## config.mk

```make
export PLATFORM = sky130hd
export DESIGN_NAME = core_multicycle
export DESIGN_NICKNAME = d
export VERILOG_FILES = /design/src/rtl/core_multicycle.sv
export SDC_FILE = /design/constraint.sdc
export NUM_CORES = 2
export LEC_CHECK = 0
export CAP_MARGIN = 5
export CORE_MARGIN = 2
export CORE_UTILIZATION = 34
export DETAILED_ROUTE_END_ITERATION = 8
export SETUP_SLACK_MARGIN = 0.05
export SYNTH_ARGS = -nofsm -noshare
export SYNTH_HDL_FRONTEND = slang
export SYNTH_SLANG_ARGS = --single-unit
```

## constraint.sdc

```tcl
create_clock -name clk -period 9.85 [get_ports clk]
set_input_delay 0.985 -clock clk [delete_from_list [all_inputs] [get_ports clk]]
set_output_delay 0.985 -clock clk [all_outputs]
set_load 0.02 [all_outputs]
```

## src/rtl/core_multicycle.sv

```systemverilog
// core_multicycle: multi-cycle RV32I/RV32E core with one shared req/ack memory port.
// Instruction fetch and load/store are time-multiplexed on the same port.
// Ports:
//   clk, reset (synchronous, active low)
//   mem_req/mem_we/mem_addr/mem_wdata/mem_wstrb : request side, held until mem_ack
//   mem_rdata/mem_ack                            : response, sampled on the acking edge
//   pc       : address of the instruction in flight (faulting address once halted)
//   halted   : trap taken, core frozen until reset
//   instret  : retired-instruction count
module core_multicycle #(
  parameter logic [31:0] BOOT_ADDRESS    = 32'h0000_0000,
  parameter int          NUM_REGS        = 32,
  parameter bit          SUPPORT_SUBWORD = 1'b1
) (
  input  logic        clk,
  input  logic        reset,
  output logic        mem_req,
  output logic        mem_we,
  output logic [31:0] mem_addr,
  output logic [31:0] mem_wdata,
  output logic [3:0]  mem_wstrb,
  input  logic [31:0] mem_rdata,
  input  logic        mem_ack,
  output logic [31:0] pc,
  output logic        halted,
  output logic [31:0] instret
);
  localparam int RW = $clog2(NUM_REGS);

  localparam logic [6:0] OP_LUI = 7'h37, OP_AUIPC = 7'h17, OP_JAL = 7'h6f, OP_JALR = 7'h67,
                         OP_BR  = 7'h63, OP_LD    = 7'h03, OP_ST  = 7'h23, OP_IMM  = 7'h13,
                         OP_REG = 7'h33, OP_FENCE = 7'h0f;

  typedef enum logic [2:0] {S_FETCH, S_DECODE, S_EXEC, S_MEM, S_WB, S_TRAP} state_t;
  state_t state, state_n;

  logic [31:0] ir, rs1v, rs2v, imm, res, npc;
  logic [1:0]  ea_lo;
  logic [31:0] regs [NUM_REGS];

  logic [6:0] opc;
  logic [4:0] rd, rs1, rs2;
  logic [2:0] f3;
  logic [6:0] f7;
  assign opc = ir[6:0];
  assign rd  = ir[11:7];
  assign f3  = ir[14:12];
  assign rs1 = ir[19:15];
  assign rs2 = ir[24:20];
  assign f7  = ir[31:25];

  // ---------------- decode ----------------
  logic        legal, use_rs1, use_rs2, use_rd, reg_bad, wr_rd;
  logic [31:0] imm_d, rs1_rd, rs2_rd;
  always_comb begin
    legal = 1'b0; use_rs1 = 1'b0; use_rs2 = 1'b0; use_rd = 1'b0;
    imm_d = {{20{ir[31]}}, ir[31:20]};
    case (opc)
      OP_LUI, OP_AUIPC: begin legal = 1'b1; use_rd = 1'b1; imm_d = {ir[31:12], 12'b0}; end
      OP_JAL: begin
        legal = 1'b1; use_rd = 1'b1;
        imm_d = {{11{ir[31]}}, ir[31], ir[19:12], ir[20], ir[30:21], 1'b0};
      end
      OP_JALR: begin legal = (f3 == 3'd0); use_rs1 = 1'b1; use_rd = 1'b1; end
      OP_BR: begin
        legal = (f3 != 3'd2) && (f3 != 3'd3); use_rs1 = 1'b1; use_rs2 = 1'b1;
        imm_d = {{19{ir[31]}}, ir[31], ir[7], ir[30:25], ir[11:8], 1'b0};
      end
      OP_LD: begin
        legal = (f3 == 3'd2) || (SUPPORT_SUBWORD &&
                (f3 == 3'd0 || f3 == 3'd1 || f3 == 3'd4 || f3 == 3'd5));
        use_rs1 = 1'b1; use_rd = 1'b1;
      end
      OP_ST: begin
        legal = (f3 == 3'd2) || (SUPPORT_SUBWORD && (f3 == 3'd0 || f3 == 3'd1));
        use_rs1 = 1'b1; use_rs2 = 1'b1;
        imm_d = {{20{ir[31]}}, ir[31:25], ir[11:7]};
      end
      OP_IMM: begin
        // shift-immediates carry funct7 in the upper immediate bits
        legal = (f3 == 3'd1) ? (f7 == 7'h00) :
                (f3 == 3'd5) ? (f7 == 7'h00 || f7 == 7'h20) : 1'b1;
        use_rs1 = 1'b1; use_rd = 1'b1;
      end
      OP_REG: begin
        legal = (f7 == 7'h00) || (f7 == 7'h20 && (f3 == 3'd0 || f3 == 3'd5));
        use_rs1 = 1'b1; use_rs2 = 1'b1; use_rd = 1'b1;
      end
      OP_FENCE: legal = 1'b1;
      default:  legal = 1'b0;   // includes ECALL/EBREAK
    endcase
  end

  assign reg_bad = (use_rs1 && 32'(rs1) >= 32'(NUM_REGS)) ||
                   (use_rs2 && 32'(rs2) >= 32'(NUM_REGS)) ||
                   (use_rd  && 32'(rd)  >= 32'(NUM_REGS));
  assign wr_rd   = (opc == OP_LUI) || (opc == OP_AUIPC) || (opc == OP_JAL) || (opc == OP_JALR) ||
                   (opc == OP_LD)  || (opc == OP_IMM)   || (opc == OP_REG);
  assign rs1_rd  = (rs1 == 5'd0) ? 32'd0 : regs[rs1[RW-1:0]];
  assign rs2_rd  = (rs2 == 5'd0) ? 32'd0 : regs[rs2[RW-1:0]];

  // ---------------- execute ----------------
  logic [31:0] op_b, alu, sum_pc, pc4, ea, npc_x, res_x, st_data;
  logic [3:0]  st_strb;
  logic [4:0]  sh;
  logic        take, is_ld, is_st, mis;
  always_comb begin
    is_ld  = (opc == OP_LD);
    is_st  = (opc == OP_ST);
    op_b   = (opc == OP_REG) ? rs2v : imm;
    sh     = op_b[4:0];
    sum_pc = pc + imm;
    pc4    = pc + 32'd4;
    ea     = rs1v + imm;
    case (f3)
      3'd0:    alu = (opc == OP_REG && ir[30]) ? rs1v - op_b : rs1v + op_b;
      3'd1:    alu = rs1v << sh;
      3'd2:    alu = {31'b0, $signed(rs1v) < $signed(op_b)};
      3'd3:    alu = {31'b0, rs1v < op_b};
      3'd4:    alu = rs1v ^ op_b;
      3'd5:    alu = ir[30] ? 32'($signed(rs1v) >>> sh) : rs1v >> sh;
      3'd6:    alu = rs1v | op_b;
      default: alu = rs1v & op_b;
    endcase
    case (f3)
      3'd0:    take = (rs1v == rs2v);
      3'd1:    take = (rs1v != rs2v);
      3'd4:    take = $signed(rs1v) <  $signed(rs2v);
      3'd5:    take = $signed(rs1v) >= $signed(rs2v);
      3'd6:    take = rs1v <  rs2v;
      3'd7:    take = rs1v >= rs2v;
      default: take = 1'b0;
    endcase
    npc_x = pc4;
    if (opc == OP_JAL || (opc == OP_BR && take)) npc_x = sum_pc;
    if (opc == OP_JALR) npc_x = (rs1v + imm) & ~32'd1;
    case (opc)
      OP_LUI:          res_x = imm;
      OP_AUIPC:        res_x = sum_pc;
      OP_JAL, OP_JALR: res_x = pc4;
      default:         res_x = alu;
    endcase
    mis = (is_ld || is_st) &&
          ((f3[1:0] == 2'b01 && ea[0]) || (f3[1:0] == 2'b10 && ea[1:0] != 2'b00));
    // sub-word stores replicate the datum across lanes; the strobe picks the lane
    case (f3[1:0])
      2'b00:   begin st_data = {4{rs2v[7:0]}};  st_strb = 4'b0001 << ea[1:0]; end
      2'b01:   begin st_data = {2{rs2v[15:0]}}; st_strb = 4'b0011 << ea[1:0]; end
      default: begin st_data = rs2v;            st_strb = 4'b1111;            end
    endcase
  end

  // ---------------- load extraction ----------------
  logic [31:0] lsh, ld_val;
  always_comb begin
    lsh = mem_rdata >> {ea_lo, 3'b000};
    case (f3)
      3'd0:    ld_val = {{24{lsh[7]}}, lsh[7:0]};
      3'd1:    ld_val = {{16{lsh[15]}}, lsh[15:0]};
      3'd4:    ld_val = {24'b0, lsh[7:0]};
      3'd5:    ld_val = {16'b0, lsh[15:0]};
      default: ld_val = lsh;
    endcase
  end

  // ---------------- next state ----------------
  always_comb begin
    state_n = state;
    case (state)
      S_FETCH:  if (mem_req && mem_ack) state_n = S_DECODE;
      S_DECODE: state_n = (legal && !reg_bad) ? S_EXEC : S_TRAP;
      S_EXEC:   state_n = (npc_x[1] || mis) ? S_TRAP : (is_ld || is_st) ? S_MEM : S_WB;
      S_MEM:    if (mem_req && mem_ack) state_n = S_WB;
      S_WB:     state_n = S_FETCH;
      default:  state_n = S_TRAP;
    endcase
  end

  assign halted = (state == S_TRAP);

  always_ff @(posedge clk) begin
    if (!reset) begin
      state <= S_FETCH; pc <= BOOT_ADDRESS; instret <= '0;
      mem_req <= 1'b0; mem_we <= 1'b0; mem_addr <= '0; mem_wdata <= '0; mem_wstrb <= '0;
      ir <= '0; rs1v <= '0; rs2v <= '0; imm <= '0; res <= '0; npc <= '0; ea_lo <= '0;
      for (int i = 0; i < NUM_REGS; i++) regs[i] <= '0;
    end else begin
      state <= state_n;
      case (state)
        S_FETCH: begin
          // the fetch request is normally issued by writeback; only the first
          // fetch after reset has to raise it here
          if (!mem_req) begin
            mem_req <= 1'b1; mem_addr <= pc;
          end else if (mem_ack) begin
            ir <= mem_rdata; mem_req <= 1'b0;
          end
        end
        S_DECODE: begin rs1v <= rs1_rd; rs2v <= rs2_rd; imm <= imm_d; end
        S_EXEC: begin
          res <= res_x; npc <= npc_x; ea_lo <= ea[1:0];
          if (state_n == S_MEM) begin
            mem_req   <= 1'b1;
            mem_we    <= is_st;
            mem_addr  <= {ea[31:2], 2'b00};
            mem_wdata <= st_data;
            mem_wstrb <= is_st ? st_strb : 4'b0000;
          end
        end
        S_MEM: if (mem_ack) begin
          mem_req <= 1'b0; mem_we <= 1'b0; mem_wstrb <= 4'b0000;
          if (is_ld) res <= ld_val;
        end
        S_WB: begin
          if (wr_rd && rd != 5'd0) regs[rd[RW-1:0]] <= res;
          pc <= npc; instret <= instret + 32'd1;
          mem_req <= 1'b1; mem_addr <= npc;
        end
        default: ;
      endcase
    end
  end
endmodule

```

[Word-level counts from Yosys, hierarchy flattened]
Memory sizes are Yosys's and may differ from the RTL's. A register that Yosys moved wholly into a read port is not among the register bits.
Cells that the tools add are included.
Word-level totals
  flip-flop bits (word level): 331
  RAM bits: 1024
  bits of input ports: 35
  output and inout port bits: 135
  logic and storage cells: 171
  memories: 1
Cells by class
  add/subtract/negate cells: 6
  $lt $le $gt $ge: 6
  equality and inequality tests: 34
  shift operators: 6
  mux-type cells: 52
  bitwise gates (word level): 3
  reductions and logical operators: 48
Memory list
  regs: words 32, width 32, read ports 2, clocked after memory_dff 2, wr ports 32, RTL line 39  | logic [31:0] regs [NUM_REGS];
Operators with widths (count)
  $mux W32: 12
  $pmux W32 S7: 1
  $pmux W32 S3: 2
  $lt A32 B32 Y1: 4
  $pmux W32 S2: 2
  $pmux W32 S4: 1
  $pmux W31 S4: 1
  $add A32 B32 Y32: 3
  $ge A32 B32 Y1: 2
  $shr A32 B5 Y32: 2
  $add A32 B1 Y32 const B: 1
  $add A32 B3 Y32 const B: 1
  $and A32 B32 Y32: 1
  $eq A32 B32 Y1: 1
  $ne A32 B32 Y1: 1
  $or A32 B32 Y32: 1
  $reduce_or A32 Y1: 1
  $shl A32 B5 Y32: 1
  $sshr A32 B5 Y32: 1
  $sub A32 B32 Y32: 1
  $xor A32 B32 Y32: 1
  $eq A7 B6 Y1 const B: 4
  $mux W5: 5
  $eq A7 B7 Y1 const B: 3
  35 further kinds: 102

[Logic depth before layout (Yosys ltp)]
  word-level depth: 14
  depth in mapped cells: 21

[Worst setup path after synthesis]
Ideal clock, no wire load.
  path type: reg-to-reg
  start: register ir[4]
  end: memory regs[14][0], enable pin
  setup time: 0.466 ns
  arrival: 4.323 ns
  required time: 9.384 ns
  setup slack: 5.062 ns
  cell stages (with the launch flop): 11
  path buffers: 2
  clock period less this slack: 4.788 ns
  cell sequence: dfxtp_1 > nand2b_4 > buf_2 > nor3_4 > nor2_2 > a311o_1 > inv_2 > nand2_1 > or2_1 > clkbuf_1 > o21ai_0
RTL lines
  from (decl): RTL line 37  | logic [31:0] ir, rs1v, rs2v, imm, res, npc;
  from (signal assigned): RTL line 185  | ir <= '0; rs1v <= '0; rs2v <= '0; imm <= '0; res <= '0; npc <= '0; ea_lo <= '0;
  from (signal assigned): RTL line 196  | ir <= mem_rdata; mem_req <= 1'b0;
  to (decl): RTL line 39

[Worst setup path in the final report]
  start: register ir[3]
  end: register res[27]
Between the ends
  word-level cells in the longest chain between the ends: 7
  elaborated cells between the ends (all ways): 24
  those cells by class: add/sub (2); eq/ne (7); shift (3); mux (6); bitwise (3); reduce/logical (3)
Ends and longest elaborated chain
  $eq A7 B6 Y1
  $mux W32: RTL line 110  | op_b = (opc == OP_REG) ? rs2v : imm;
  $add A32 B32 Y32, or another cell as far along: RTL line 116  | 3'd0: alu = (opc == OP_REG && ir[30]) ? rs1v - op_b : rs1v + op_b;
  $mux W32 (on tied branches): RTL line 116, 121
  $pmux W32 S7: RTL line 115  | case (f3)
  $pmux W32 S3: RTL line 137  | case (opc)
  $pmux W32 S2: RTL line 189  | case (state)
  to (signal assigned): RTL line 201  | res <= res_x; npc <= npc_x; ea_lo <= ea[1:0];
  to (signal assigned): RTL line 212  | if (is_ld) res <= ld_val;
  to (decl): RTL line 37
Several ways; a longest one is shown, not always the timed one.
A chain may end at the register's enable or synchronous reset.

==> results.cfg <==
[outcome]
status = complete, no violations

[detailed_routing]
routedWlPerCell_um = 33.35
post_drt_via_cell_ratio = 6.179
detailroute.via_count = 64340
drc_errors = 0
routed_wirelength_um = 347300
drt_pass1_iterations = 6
detail-route-antenna-nets = 0
drt_iter0_drc = 9205

[pwr]
power.density_mw_per_mm2 = 152.9
net-switching-power_mw = 4.029
power.static_leakage_nw = 32.59
p_comb_share_pct = 13.7
clockPowerShare_pct = 40.9
power.switching_fraction_pct = 28.05
pwr-share-seq_pct = 45.4
vdd.ir_drop.worst_mv = 0.1933
p_total_mw = 14.36
power_report.internal_total_mw = 10.33

[critical_path]
crit_required_ps = 10570
cp_max_fo = 22
crit_type = reg -> reg
cpLargestDelayFamily = compound AO/OA/AOI/OAI gates
cp_slowest_stage_delay_ps = 840
worstPathCellList = and4bb_2, nand3_2, mux2i_4, ha_1, or3_1, a2bb2oi_1, a31oi_1, a221oi_1, o311ai_1, a21oi_1, or2_0, a22oi_1, xnor2_1, o2bb2ai_1
worst_path_max_delay_cell = sky130_fd_sc_hd__o311ai_1
endpoint_kind = flop
start_kind = flop
cp_data_arrival_time_ps = 6620
worst-path-buf-inv = 0

[die]
initial_utilization_pct = 34.18
fp.dieArea_mm2 = 0.2485
core_area_mm2 = 0.2432
floorplan_die_height_um = 498.5
ios = 170
die_x_um = 498.5
core.rowCount = 181

[cts]
clkLatencyLatePin_ps = 850
cts_buffer_depth = 3
cts_tree = yes
cts_root_buf = sky130_fd_sc_hd__clkbuf_16
ctsResizeCount = 0
post_cts.repair.setup_buffers = 0
cts.sink_count = 1365
cts_hold_buf = 0
cts_made_buffers = 158
h-tree-depth = 4
clkSlewWorstSetupHoldPaths_ps = 60

[place]
dp_cells = 10120
count_of_port_buffers_added_during_placement = 169
placer_congestion_estimate = 1.043
placed_wire_length_estimate_after_detailed_placement_um = 229900

[yosys]
post-synth-top-area-fraction_pct = 36.98
syn-cell-area_mm2 = 0.08314
sequential_share_of_the_synthesized_area_pct = 45.19
asyncSetResetFlopFracSynth_pct = 0
synth-edff-count = 1024
avgSynthCellArea_um2 = 11.64
netlist_top_cells_area = sky130_fd_sc_hd__edfxtp_1, sky130_fd_sc_hd__mux4_2, sky130_fd_sc_hd__dfxtp_1
yosysWarnings = 0
netlist_top_cells_count = sky130_fd_sc_hd__edfxtp_1, sky130_fd_sc_hd__and2_1, sky130_fd_sc_hd__mux4_2
synth_largest_area_cell = sky130_fd_sc_hd__edfxtp_1
synth.distinct_cells = 111
synth.ff_latch_count = 1365
post-synth-top-count-cell = sky130_fd_sc_hd__edfxtp_1
dominantRegCellSynth = sky130_fd_sc_hd__edfxtp_1
post_synth_inst_count = 7141

[timing]
setup_repair_after_global_routing_missed_its_margin = false
finalCriticalPeriod_ps = 5899
final-setup-viol-count = 0
final_max_slew_viol_count = 0
worst-slew-pin-transition_ps = 1414
worst_max_slew_margin_expressed_relative_to_the_limit_pct = 5.739
timing.final.crit_share_pct = 59.89
clock-skew-final_ps = 74.15
max_freq_mhz = 169.5
final_hold_viol_count = 0
totalNegativeSetupSlack_ps = 0

[final_layout]
utilization_pct = 38.61
syn2layout_area_growth_pct = 12.95
finish.net_count = 7306
drive_above_1_share_pct = 18.03
instances_no_fill = 10410

[job]
drv_cap = 0

[global_route]
total_global_route_track_usage_pct = 27.15
first_global_vias = 62310
grt_max_degree = 95
grt_pass1_wl_um = 481400
antenna_violations_before_repair = 28
grt-ovfl-total = 0

[hold_path]
min-delay-path-class = reg -> reg
[final timing paths]
path / start / to / slack [ps] / cells after the start
worst max-delay path: ir[3]$_SDFFE_PN0P_ / res[27]$_SDFFE_PN0P_ / 3950 / 14
worst min-delay path: npc[9]$_SDFFE_PN0P_ / pc[9]$_SDFFE_PN0N_ / 440 / 2
worst max register to register: ir[3]$_SDFFE_PN0P_ / res[27]$_SDFFE_PN0P_ / 3950 / 14
worst min register to register: npc[9]$_SDFFE_PN0P_ / pc[9]$_SDFFE_PN0N_ / 440 / 2
[cell usage in the layout (no fill, tap or decap), drive strengths merged, types with 65 or more instances in the layout]
cell	synthesis	final
nand2	454	454
mux4	678	678
and2	1012	1012
clkdlybuf4s50	0	168
clkinv	3	65
edfxtp	1024	1024
inv	139	145
dfxtp	341	341
nor3	66	66
ha	193	193
a21o	77	77
buf	150	225
xor2	70	70
nor2	531	531
clkbuf	501	210
mux2i	207	207
a21oi	500	500
o21ai	241	241
nand3	139	139
[logic make-up (layout without fill, tap and decap cells)]
logic type	count (synthesis)	count (layout)	synth area share, %
compound gates	1361	1361	10.55
xor+xnor	133	133	1.401
fa+ha+maj	197	197	3.001
buf+inv	793	824	3.807
flops	1365	1365	45.19
mux	902	902	21.11
other cells	1	40	0.004510
simple gates	2389	2389	14.94
[per-layer routing]
metal / up-vias / wire [um] / global-route usage, %
met1: 32730 / 131200 / 34.88
li1: 26690 / - / -
met4: 20 / 22460 / 14.82
met2: 3971 / 155200 / 41.67
met3: 931 / 38300 / 7.209
met5: - / 119 / 0
[flip-flops by register name, indices dropped and copies added (netlist names), named ones only]
signal and flops:
mem_addr 32, instret 32, mem_wstrb 4, res 32
regs 1024, imm 32, mem_req 1, state 3
ea_lo 2, mem_wdata 32, npc 32, rs1v 32
ir 32, mem_we 1, pc 32, rs2v 32
[power by group through the flow]
stage               Clock, mW  Sequential [mW]  Combinational, mW
CTS                      5.96             6.51               1.92
detailed placement          0             6.63               1.92
floorplan                   0             6.56               1.19
global placement            0             6.61               1.91
global route             6.17             6.53               2.04
finish                   5.88             6.51               1.97
[worst min-delay path, cell delays in order, from the launching register on]
cell and delay [ps]:
sky130_fd_sc_hd__dfxtp_1 310, sky130_fd_sc_hd__nand2_1 70, sky130_fd_sc_hd__a21oi_1 50
[area by class of cell]
type	instances	area, um^2
Tap cell	3202	4006
Inverter	142	545.5
Sequential cell	1365	37620
Clock buffer	210	4300
Fill cell	23280	149300
Multi-Input combinational cell	5014	43180
Antenna cell	8	20.02
Clock inverter	79	833.3
Timing Repair Buffer	393	3412
[per-stage QoR]
stage / hold slack, ps / instance area (um^2) / worst slack [ps]
final: 440.3 / 93910 / 3951
after global routing: 468.3 / 93890 / 3756
after CTS: 454.8 / 93890 / 4145
after floorplan: 443.2 / 83260 / 5062
after global placement: 449.1 / 88760 / 4277
after detailed placement: 454.9 / 88760 / 4209
Power figures use the tool's default switching activity.
